--- config.mk ---
export PLATFORM = sky130hd
export DESIGN_NAME = power_mode_ctrl
export DESIGN_NICKNAME = d
export VERILOG_FILES = /design/src/rtl/power_mode_ctrl_pkg.sv /design/src/rtl/power_domain_fsm.sv /design/src/rtl/power_mode_ctrl.sv
export SDC_FILE = /design/constraint.sdc
export NUM_CORES = 1
export LEC_CHECK = 0
export ABC_AREA = 1
export BUFFER_PORTS_ARGS = -buffer_cell sky130_fd_sc_hd__buf_2
export CAP_MARGIN = 5
export CORE_ASPECT_RATIO = 0.75
export CORE_UTILIZATION = 28
export CTS_CLUSTER_SIZE = 20
export DETAILED_ROUTE_END_ITERATION = 12
export GPL_TIMING_DRIVEN = 0
export HOLD_SLACK_MARGIN = 0.05
export PLACE_DENSITY_LB_ADDON = 0.25
export SETUP_SLACK_MARGIN = 0.2
export SYNTH_ARGS = -nofsm -noshare
export SYNTH_HDL_FRONTEND = slang
export SYNTH_SLANG_ARGS = --single-unit
--- constraint.sdc ---
create_clock -name clk -period 1.3 [get_ports clk]
set_input_delay 0 -clock clk [delete_from_list [all_inputs] [get_ports clk]]
set_output_delay 0 -clock clk [all_outputs]
set_load 0.01 [all_outputs]
--- src/rtl/power_mode_ctrl_pkg.sv ---
// Shared encodings for the multi-domain power-mode controller.
package power_pkg;

  localparam logic [1:0] MODE_ACTIVE = 2'b00;
  localparam logic [1:0] MODE_IDLE   = 2'b01;
  localparam logic [1:0] MODE_SLEEP  = 2'b10;
  localparam logic [1:0] MODE_DEEP   = 2'b11;

  typedef enum logic [2:0] {
    ST_ACTIVE = 3'd0,
    ST_IDLE   = 3'd1,
    ST_SLEEP  = 3'd2,
    ST_DEEP   = 3'd3,
    ST_WAKE   = 3'd4
  } state_t;

  function automatic int unsigned max3(input int unsigned a, input int unsigned b,
                                       input int unsigned c);
    int unsigned m;
    m = (a > b) ? a : b;
    return (m > c) ? m : c;
  endfunction

endpackage

--- src/rtl/power_domain_fsm.sv ---
// One power domain: state machine, shared cycle counter and registered
// clock-gate / power-switch / mode outputs.
module power_domain_fsm
  import power_pkg::*;
#(
  parameter int unsigned IDLE_CYC = 16,
  parameter int unsigned DEEP_CYC = 64,
  parameter int unsigned WAKE_TO  = 32
) (
  input  logic       clk,
  input  logic       rst_n,
  input  logic       act,
  input  logic       sleep_req,
  input  logic       pwr_ack,
  output logic [1:0] power_mode,
  output logic       clk_en,
  output logic       pwr_on,
  output logic       wake_err,
  output logic       asleep
);

  localparam int unsigned CNT_W = $clog2(max3(IDLE_CYC, DEEP_CYC, WAKE_TO) + 1);
  localparam bit          DEEP_EN = (DEEP_CYC > 0);
  localparam logic [CNT_W-1:0] IDLE_LAST = CNT_W'(IDLE_CYC - 1);
  localparam logic [CNT_W-1:0] DEEP_LAST = CNT_W'((DEEP_CYC > 0) ? DEEP_CYC - 1 : 0);
  localparam logic [CNT_W-1:0] WAKE_LAST = CNT_W'(WAKE_TO - 1);

  state_t           state, state_nx;
  logic [CNT_W-1:0] cnt, cnt_nx;
  logic             err_nx;
  logic [1:0]       mode_d;
  logic             clk_en_d, pwr_on_d;

  always_ff @(posedge clk or negedge rst_n) begin
    if (!rst_n) begin
      state <= ST_ACTIVE;
      cnt   <= '0;
    end else begin
      state <= state_nx;
      cnt   <= cnt_nx;
    end
  end

  // Every transition also clears the counter, so each branch that moves
  // state writes cnt_nx = '0 explicitly.
  always_comb begin
    state_nx = state;
    cnt_nx   = cnt;
    err_nx   = 1'b0;
    case (state)
      ST_ACTIVE: begin
        if (act) begin
          cnt_nx = '0;
        end else if (cnt == IDLE_LAST) begin
          state_nx = ST_IDLE;
          cnt_nx   = '0;
        end else begin
          cnt_nx = cnt + CNT_W'(1);
        end
      end
      ST_IDLE: begin
        cnt_nx = '0;
        if (act)            state_nx = ST_ACTIVE;
        else if (sleep_req) state_nx = ST_SLEEP;
      end
      ST_SLEEP: begin
        if (act) begin
          state_nx = ST_ACTIVE;
          cnt_nx   = '0;
        end else if (DEEP_EN && (cnt == DEEP_LAST)) begin
          state_nx = ST_DEEP;
          cnt_nx   = '0;
        end else begin
          cnt_nx = cnt + CNT_W'(1);
        end
      end
      ST_DEEP: begin
        cnt_nx = '0;
        if (act) state_nx = ST_WAKE;
      end
      ST_WAKE: begin
        if (pwr_ack) begin
          state_nx = ST_ACTIVE;
          cnt_nx   = '0;
        end else if (cnt == WAKE_LAST) begin
          state_nx = ST_DEEP;
          cnt_nx   = '0;
          err_nx   = 1'b1;
        end else begin
          cnt_nx = cnt + CNT_W'(1);
        end
      end
      default: begin
        state_nx = ST_ACTIVE;
        cnt_nx   = '0;
      end
    endcase
  end

  always_comb begin
    mode_d   = MODE_ACTIVE;
    clk_en_d = 1'b1;
    pwr_on_d = 1'b1;
    case (state)
      ST_IDLE:  mode_d = MODE_IDLE;
      ST_SLEEP: begin mode_d = MODE_SLEEP; clk_en_d = 1'b0; end
      ST_DEEP:  begin mode_d = MODE_DEEP;  clk_en_d = 1'b0; pwr_on_d = 1'b0; end
      ST_WAKE:  begin mode_d = MODE_DEEP;  clk_en_d = 1'b0; end
      default:  ;
    endcase
  end

  always_ff @(posedge clk or negedge rst_n) begin
    if (!rst_n) begin
      power_mode <= MODE_ACTIVE;
      clk_en     <= 1'b1;
      pwr_on     <= 1'b1;
      wake_err   <= 1'b0;
    end else begin
      power_mode <= mode_d;
      clk_en     <= clk_en_d;
      pwr_on     <= pwr_on_d;
      wake_err   <= err_nx;
    end
  end

  assign asleep = (state == ST_SLEEP) || (state == ST_DEEP);

endmodule

--- src/rtl/power_mode_ctrl.sv ---
// Multi-domain power-mode controller: N_DOM independent domain FSMs plus
// a registered all-domains-asleep flag.
module power_mode_ctrl
  import power_pkg::*;
#(
  parameter int unsigned N_DOM    = 4,
  parameter int unsigned IDLE_CYC = 16,
  parameter int unsigned DEEP_CYC = 64,
  parameter int unsigned WAKE_TO  = 32
) (
  input  logic                 clk,
  input  logic                 rst_n,
  input  logic [N_DOM-1:0]     activity,
  input  logic [N_DOM-1:0]     sleep_req,
  input  logic                 force_active,
  input  logic [N_DOM-1:0]     pwr_ack,
  output logic [2*N_DOM-1:0]   power_mode,
  output logic [N_DOM-1:0]     clk_en,
  output logic [N_DOM-1:0]     pwr_on,
  output logic [N_DOM-1:0]     wake_err,
  output logic                 all_asleep
);

  logic [N_DOM-1:0] asleep;

  for (genvar d = 0; d < N_DOM; d++) begin : g_dom
    power_domain_fsm #(
      .IDLE_CYC (IDLE_CYC),
      .DEEP_CYC (DEEP_CYC),
      .WAKE_TO  (WAKE_TO)
    ) u_fsm (
      .clk        (clk),
      .rst_n      (rst_n),
      .act        (activity[d] | force_active),
      .sleep_req  (sleep_req[d]),
      .pwr_ack    (pwr_ack[d]),
      .power_mode (power_mode[2*d+1:2*d]),
      .clk_en     (clk_en[d]),
      .pwr_on     (pwr_on[d]),
      .wake_err   (wake_err[d]),
      .asleep     (asleep[d])
    );
  end

  always_ff @(posedge clk or negedge rst_n) begin
    if (!rst_n) all_asleep <= 1'b0;
    else        all_asleep <= &asleep;
  end

endmodule

### Word level (Yosys, flattened, before mapping)

Index checks and enable logic that the tools add are counted.

* input bits: 15
* register bits after elaboration: 61

* bitwise logic cells: 4
* add/subtract/negate cells: 4
* reduce and logical (&&, ||, !) cells: 21
* equality and inequality tests: 52
* mux-type cells: 92

Operators by type and width (count)
* $mux W7: 24
* $mux W3: 36
* $pmux W7 S3: 4
* $pmux W3 S5: 4
* $add A7 B1 Y7 const B: 4
* $eq A7 B4 Y1 const B: 4
* $eq A7 B5 Y1 const B: 4
* $eq A7 B6 Y1 const B: 4
* $eq A3 B2 Y1 const B: 8
* $ne A3 B2 Y1 const B: 8
* $pmux W2 S3: 4
* $reduce_and A6 Y1: 4
* $mux W1: 20
* $ne A2 B1 Y1 const B: 8
* $eq A3 B1 Y1 const B: 4
* $eq A3 B3 Y1 const B: 4
* $logic_not A3 Y1: 4
* $ne A3 B1 Y1 const B: 4
* $reduce_or A3 Y1: 4
* $ne A2 B2 Y1 const B: 4
* $reduce_or A2 Y1: 4
* $logic_or A1 B1 Y1: 4
* $or A1 B1 Y1: 4
* $reduce_and A4 Y1: 1

### Longest topological paths before layout

* word-level depth: 4
* depth in mapped cells: 10
* mapped depth without buffers: 10

### Cells and area by module

A second synthesis with hierarchy kept.

* cells, all modules: 423
* area total of the unflattened synthesis: 3487.1 um^2

Modules (own cells, without submodules)
* power_domain_fsm (g_dom[1].u_fsm ...): seq. area each 377.9 um^2, area each 842.1 um^2, instances 2, cells an instance 104
* power_domain_fsm (g_dom[0].u_fsm): seq. area each 377.9 um^2, area each 885.8 um^2, instances 1, cells an instance 106
* power_domain_fsm (g_dom[3].u_fsm): seq. area each 377.9 um^2, area each 855.8 um^2, instances 1, cells an instance 101
* power_mode_ctrl: seq. area each 25.0 um^2, area each 61.3 um^2, instances 1, cells an instance 8

### Worst setup path after synthesis

OpenSTA, ideal clock, no wires.

* kind: flip-flop to flip-flop
* start point: reg g_dom[0].u_fsm.cnt[0]
* end point: reg g_dom[0].u_fsm.cnt[5]
* path buffers: 0
* setup time: 113 ps
* arrival time: 1263 ps
* path slack: -76 ps
* required time: 1187 ps
* clock period less this slack: 1376 ps
* stages on the path, launching flop included: 11
* path through: dfrtp_1 ha_1 nand2_1 nor2_1 nand2_1 nand2_2 nand2_2 inv_4 nand2_4 nand2_1 inv_1

* word-level cells in the longest chain between the ends: 4

RTL lines
* from (decl): RTL line power_domain_fsm.sv:29 `logic [CNT_W-1:0] cnt, cnt_nx;`
* from (signal assigned): RTL line power_domain_fsm.sv:40 `cnt <= cnt_nx;`
* $add A7 B1 Y7 (tied with other cells): RTL line power_domain_fsm.sv:58, power_domain_fsm.sv:74, power_domain_fsm.sv:90
* $mux W7 (on tied branches): RTL line power_domain_fsm.sv:85, power_domain_fsm.sv:54, power_domain_fsm.sv:70
* $mux W7 (on tied branches): RTL line power_domain_fsm.sv:82, power_domain_fsm.sv:52, power_domain_fsm.sv:67
* $pmux W7 S3 *: RTL line power_domain_fsm.sv:50 `case (state)`
* via g_dom[0].u_fsm.cnt_nx[5]: RTL line power_domain_fsm.sv:29

Mark *: on every way through the listed nets, which the timed path passes. The rest lies on a longest branch.
A chain may end at the register's enable or synchronous reset.

### Final worst setup path

* start point: reg g_dom[2].u_fsm.cnt[0]
* end point: reg g_dom[2].u_fsm.cnt[1]

* word-level cells in the longest chain between the ends: 4

RTL lines (RTL line)
* from (decl): power_domain_fsm.sv:29
* from (signal assigned): power_domain_fsm.sv:40
* $add A7 B1 Y7 (tied with other cells): power_domain_fsm.sv:58, power_domain_fsm.sv:74, power_domain_fsm.sv:90
* $mux W7 (on tied branches): power_domain_fsm.sv:85, power_domain_fsm.sv:54, power_domain_fsm.sv:70
* $mux W7 (on tied branches): power_domain_fsm.sv:82, power_domain_fsm.sv:52, power_domain_fsm.sv:67
* $pmux W7 S3 *: power_domain_fsm.sv:50
* via g_dom[2].u_fsm.cnt_nx[1]: power_domain_fsm.sv:29

Marked as above.

==> flow_summary.ini <==
[global_route]
grt_pass1_wl_um = 12800
overflow = 0
first_global_vias = 2764
met1_usage_pct = 16.6
met3_usage_pct = 4.11
grt_max_degree = 62
globalRouteMet2Util_pct = 23.1
antenna_found_initial = 0
grt.total_usage_pct = 13.8
busiest_layer = met2

[sta]
whs_ns = 0.0661
slew_viol_final = 0
clock.fmax_ghz = 0.709
fin_setup_tns_ns = -1.16
setup_viol = 24
setup_slack_ns = -0.110
rsz0062_at_grt = yes
finalHoldViolCount = 0
relSlewSlack_pct = 47.6
worstMarginPinSlew_ns = 0.785
clock_skew_ns = 0.00631
timing.final.crit_share_pct = 108
fin_crit_ns = 1.41

[die]
die_x_um = 127
fp.dieArea_um2 = 12200
io_pins = 36
initial_core_util_pct = 29.4
chipHeight_um = 95.8
rows = 33
coreArea_um2 = 11200

[critical_path]
critical_path.max_fanout = 5
worstPathCellList = ha_4 -> nand3_4 -> nor2_4 -> nor2_4 -> nor2_4 -> nand2_2 -> inv_2 -> nor2_1
reg2reg_from = g_dom[2].u_fsm.cnt[0]$_DFF_PN0_
rrSetupSlack_ns = -0.11
path_class = flip-flop to flip-flop
critPathMaxStageDelay_ns = 0.40
crit_top_cell = nor2_4
crit_slowest_cell = dfrtp_1
reg2reg_to = g_dom[2].u_fsm.cnt[1]$_DFF_PN0_
end_kind = flip-flop
crit_required_ns = 1.52
critPathArrivalTime_ns = 1.63
rr_worst_depth = 8
path_delay_family = simple AND/OR/NAND/NOR gates
startpoint_type = flip-flop
path_buf_inv = 1

[clocking]
htreeDepth = 3
clock_path_buffers = 2
cts-root-buf = clkbuf_16
clk_latency_ns = 0.33
cts_tree = yes
clk_pin_slew_ns = 0.06
cts.sinks = 61
cts_made_buffers = 9

[logic_synthesis]
ys_types = 35
avgSynthCellArea_um2 = 7.79
yosys.area.top_type_share_pct = 40.4
yosysSeqAreaShare_pct = 46.7
ys_seq_elements = 61
syn_area_um2 = 3290
yosysWarnings = 0
yosys.area.top_type = dfrtp_1
syn_nets = 441
yosys-top-cells-area = dfrtp_1 (40%), nand2_1 (9.7%), inv_1 (8.9%), dfstp_2 (6.4%), nand3_1 (6.4%)
syn_inst = 422

[status]
failed_checks = setup timing
outcome = finished with violations

[layout]
post-route-util_pct = 46.3
diodes = 0
regArea_um2 = 1540
areaGrowthSynthToFinish_pct = 57.6
layout.nets = 554
multi_input_area_um2 = 1960
drive_gt1_share_pct = 53.1
n_fill_cell = 1017

[detailed_routing]
first_iter_violations = 131
vias = 3014
wl_per_cell_um = 11.7
viasPerCell = 4.32
drcViolationCount = 0
drt-total-wl_um = 8160
ant_nets = 0
first_pass_iters = 4

[placement]
io_buffers = 35
gp_congestion = 0.835
dp_slack_ns = -0.190
dp_hpwl_um = 5100

[power_and_ir_drop]
power.density_nw_per_um2 = 1100
vdd_drop_max_mv = 0.667
p_leak_nw = 2.53
p_total_mw = 5.71

[hold_path]
worstHoldPathType = input pin to flip-flop
hold_depth = 5
worstHoldStart = pwr_ack[3]
holdPathEnd = g_dom[3].u_fsm.wake_err$_DFF_PN0_

[run]
drv_cap = 0
synth_stat cells:
library cell	count
a21boi_1	3
a21oi_1	14
a21oi_2	3
a22oi_1	1
a31o_2	2
a31oi_1	1
and3_1	4
buf_4	12
clkinv_1	1
dfrtp_1	53
dfstp_2	8
ha_1	4
inv_1	78
inv_2	6
inv_4	1
nand2_1	85
nand2_2	4
nand2_4	1
nand3_1	42
nand3_2	3
nand3b_1	2
nand4_1	2
nor2_1	46
nor2_2	7
nor2_4	6
nor3_1	6
nor3_2	1
nor3b_1	1
nor4_1	1
o21a_1	1
o21ai_0	13
o21bai_1	1
or2_2	4
xnor2_1	1
xor2_1	4
cells by family after synthesis:
logic type,Yosys count,share of synthesized area (%)
AO/OA/AOI/OAI,39,7.00
XOR/XNOR,5,1.33
adder cells (fa/ha/maj),4,1.52
buffers and inverters,98,12.6
flip-flops,61,46.7
AND/OR/NAND/NOR,215,30.8
where the power goes:
group          internal, mW  leakage, nW  total (mW)  switching (mW)
Sequential             2.02        0.813        2.10          0.0779
Clock                  1.49        0.150        2.38           0.888
Combinational         0.565         1.57        1.23           0.666
placed cells by master, fill, tap and decap left out, types with 5 or more instances in the layout:
master / Yosys / final
inv_1: 78 / 61
buf_4: 12 / 59
nand2_1: 85 / 55
dfrtp_1: 53 / 50
buf_2: 0 / 33
nor2_4: 6 / 27
nand2_2: 4 / 22
nor2_1: 46 / 22
nand3_1: 42 / 22
inv_2: 6 / 20
nand3_2: 3 / 17
buf_6: 0 / 16
nand2_4: 1 / 12
nor2_2: 7 / 10
clkbuf_16: 0 / 9
o21ai_0: 13 / 8
a21oi_2: 3 / 8
dfstp_2: 8 / 8
nand3_4: 0 / 7
nor3_2: 1 / 5
a21oi_1: 14 / 5
dlygate4sd3_1: 0 / 5
worst max path at each step:
stage                                          startpoint                              end  cells after the start
after CTS                 g_dom[0].u_fsm.cnt[1]$_DFF_PN0_  g_dom[0].u_fsm.cnt[4]$_DFF_PN0_                      9
after global placement    g_dom[0].u_fsm.cnt[0]$_DFF_PN0_  g_dom[0].u_fsm.cnt[5]$_DFF_PN0_                     10
after global routing      g_dom[2].u_fsm.cnt[0]$_DFF_PN0_  g_dom[2].u_fsm.cnt[1]$_DFF_PN0_                      8
after floorplan           g_dom[0].u_fsm.cnt[0]$_DFF_PN0_  g_dom[0].u_fsm.cnt[5]$_DFF_PN0_                     10
final                     g_dom[2].u_fsm.cnt[0]$_DFF_PN0_  g_dom[2].u_fsm.cnt[1]$_DFF_PN0_                      8
after detailed placement  g_dom[0].u_fsm.cnt[0]$_DFF_PN0_  g_dom[0].u_fsm.cnt[3]$_DFF_PN0_                     10
worst register-to-register path: cells and delay by family (launching register included):
family / cells / cell delay [ns]
adder cells (fa/ha/maj): 1 / 0.17
AND/OR/NAND/NOR: 6 / 0.67
flip-flops: 1 / 0.40
buffers and inverters: 1 / 0.06
area by class of cell:
class / count / share of cell area, %
plain buffers: 12 / 1.74
clock buffers: 9 / 4.35
clock inverters: 7 / 1.45
inverters: 86 / 6.67
multi-input cells: 264 / 37.8
flip-flops and latches: 61 / 29.7
well taps: 157 / 3.79
repair buffers: 101 / 14.4
metrics by stage:
stage          cells  instance area, µm²
2_1_floorplan    422                3440
3_3_place_gp     614                3810
5_1_grt          697                5180
3_5_place_dp     614                3810
6_report         697                5180
4_1_cts          675                4700
layer usage:
layer	up-vias	wire (µm)	part of all wire (%)
met5	-	0	0
met4	0	109	1.3
met3	10	335	4.1
met2	55	4060	50
met1	1412	3650	45
li1	1537	-	-
registers in the layout (all words and copies together) (netlist names):
register and flops:
all_asleep 1, g_dom.u_fsm.clk_en 4, g_dom.u_fsm.cnt 28, g_dom.u_fsm.power_mode 8, g_dom.u_fsm.pwr_on 4, g_dom.u_fsm.state 12
g_dom.u_fsm.wake_err 4
what timing repair did:
action / CTS / global route
endpoints found under the hold margin: 61 / 0
gates cloned: 1 / 0
setup endpoints to repair: 44 / 49
setup buffers: 39 / 22
resized for setup: 63 / 90
hold buffers: 5 / 0
pin swaps: 25 / 41
Power figures use the tool's default switching activity.
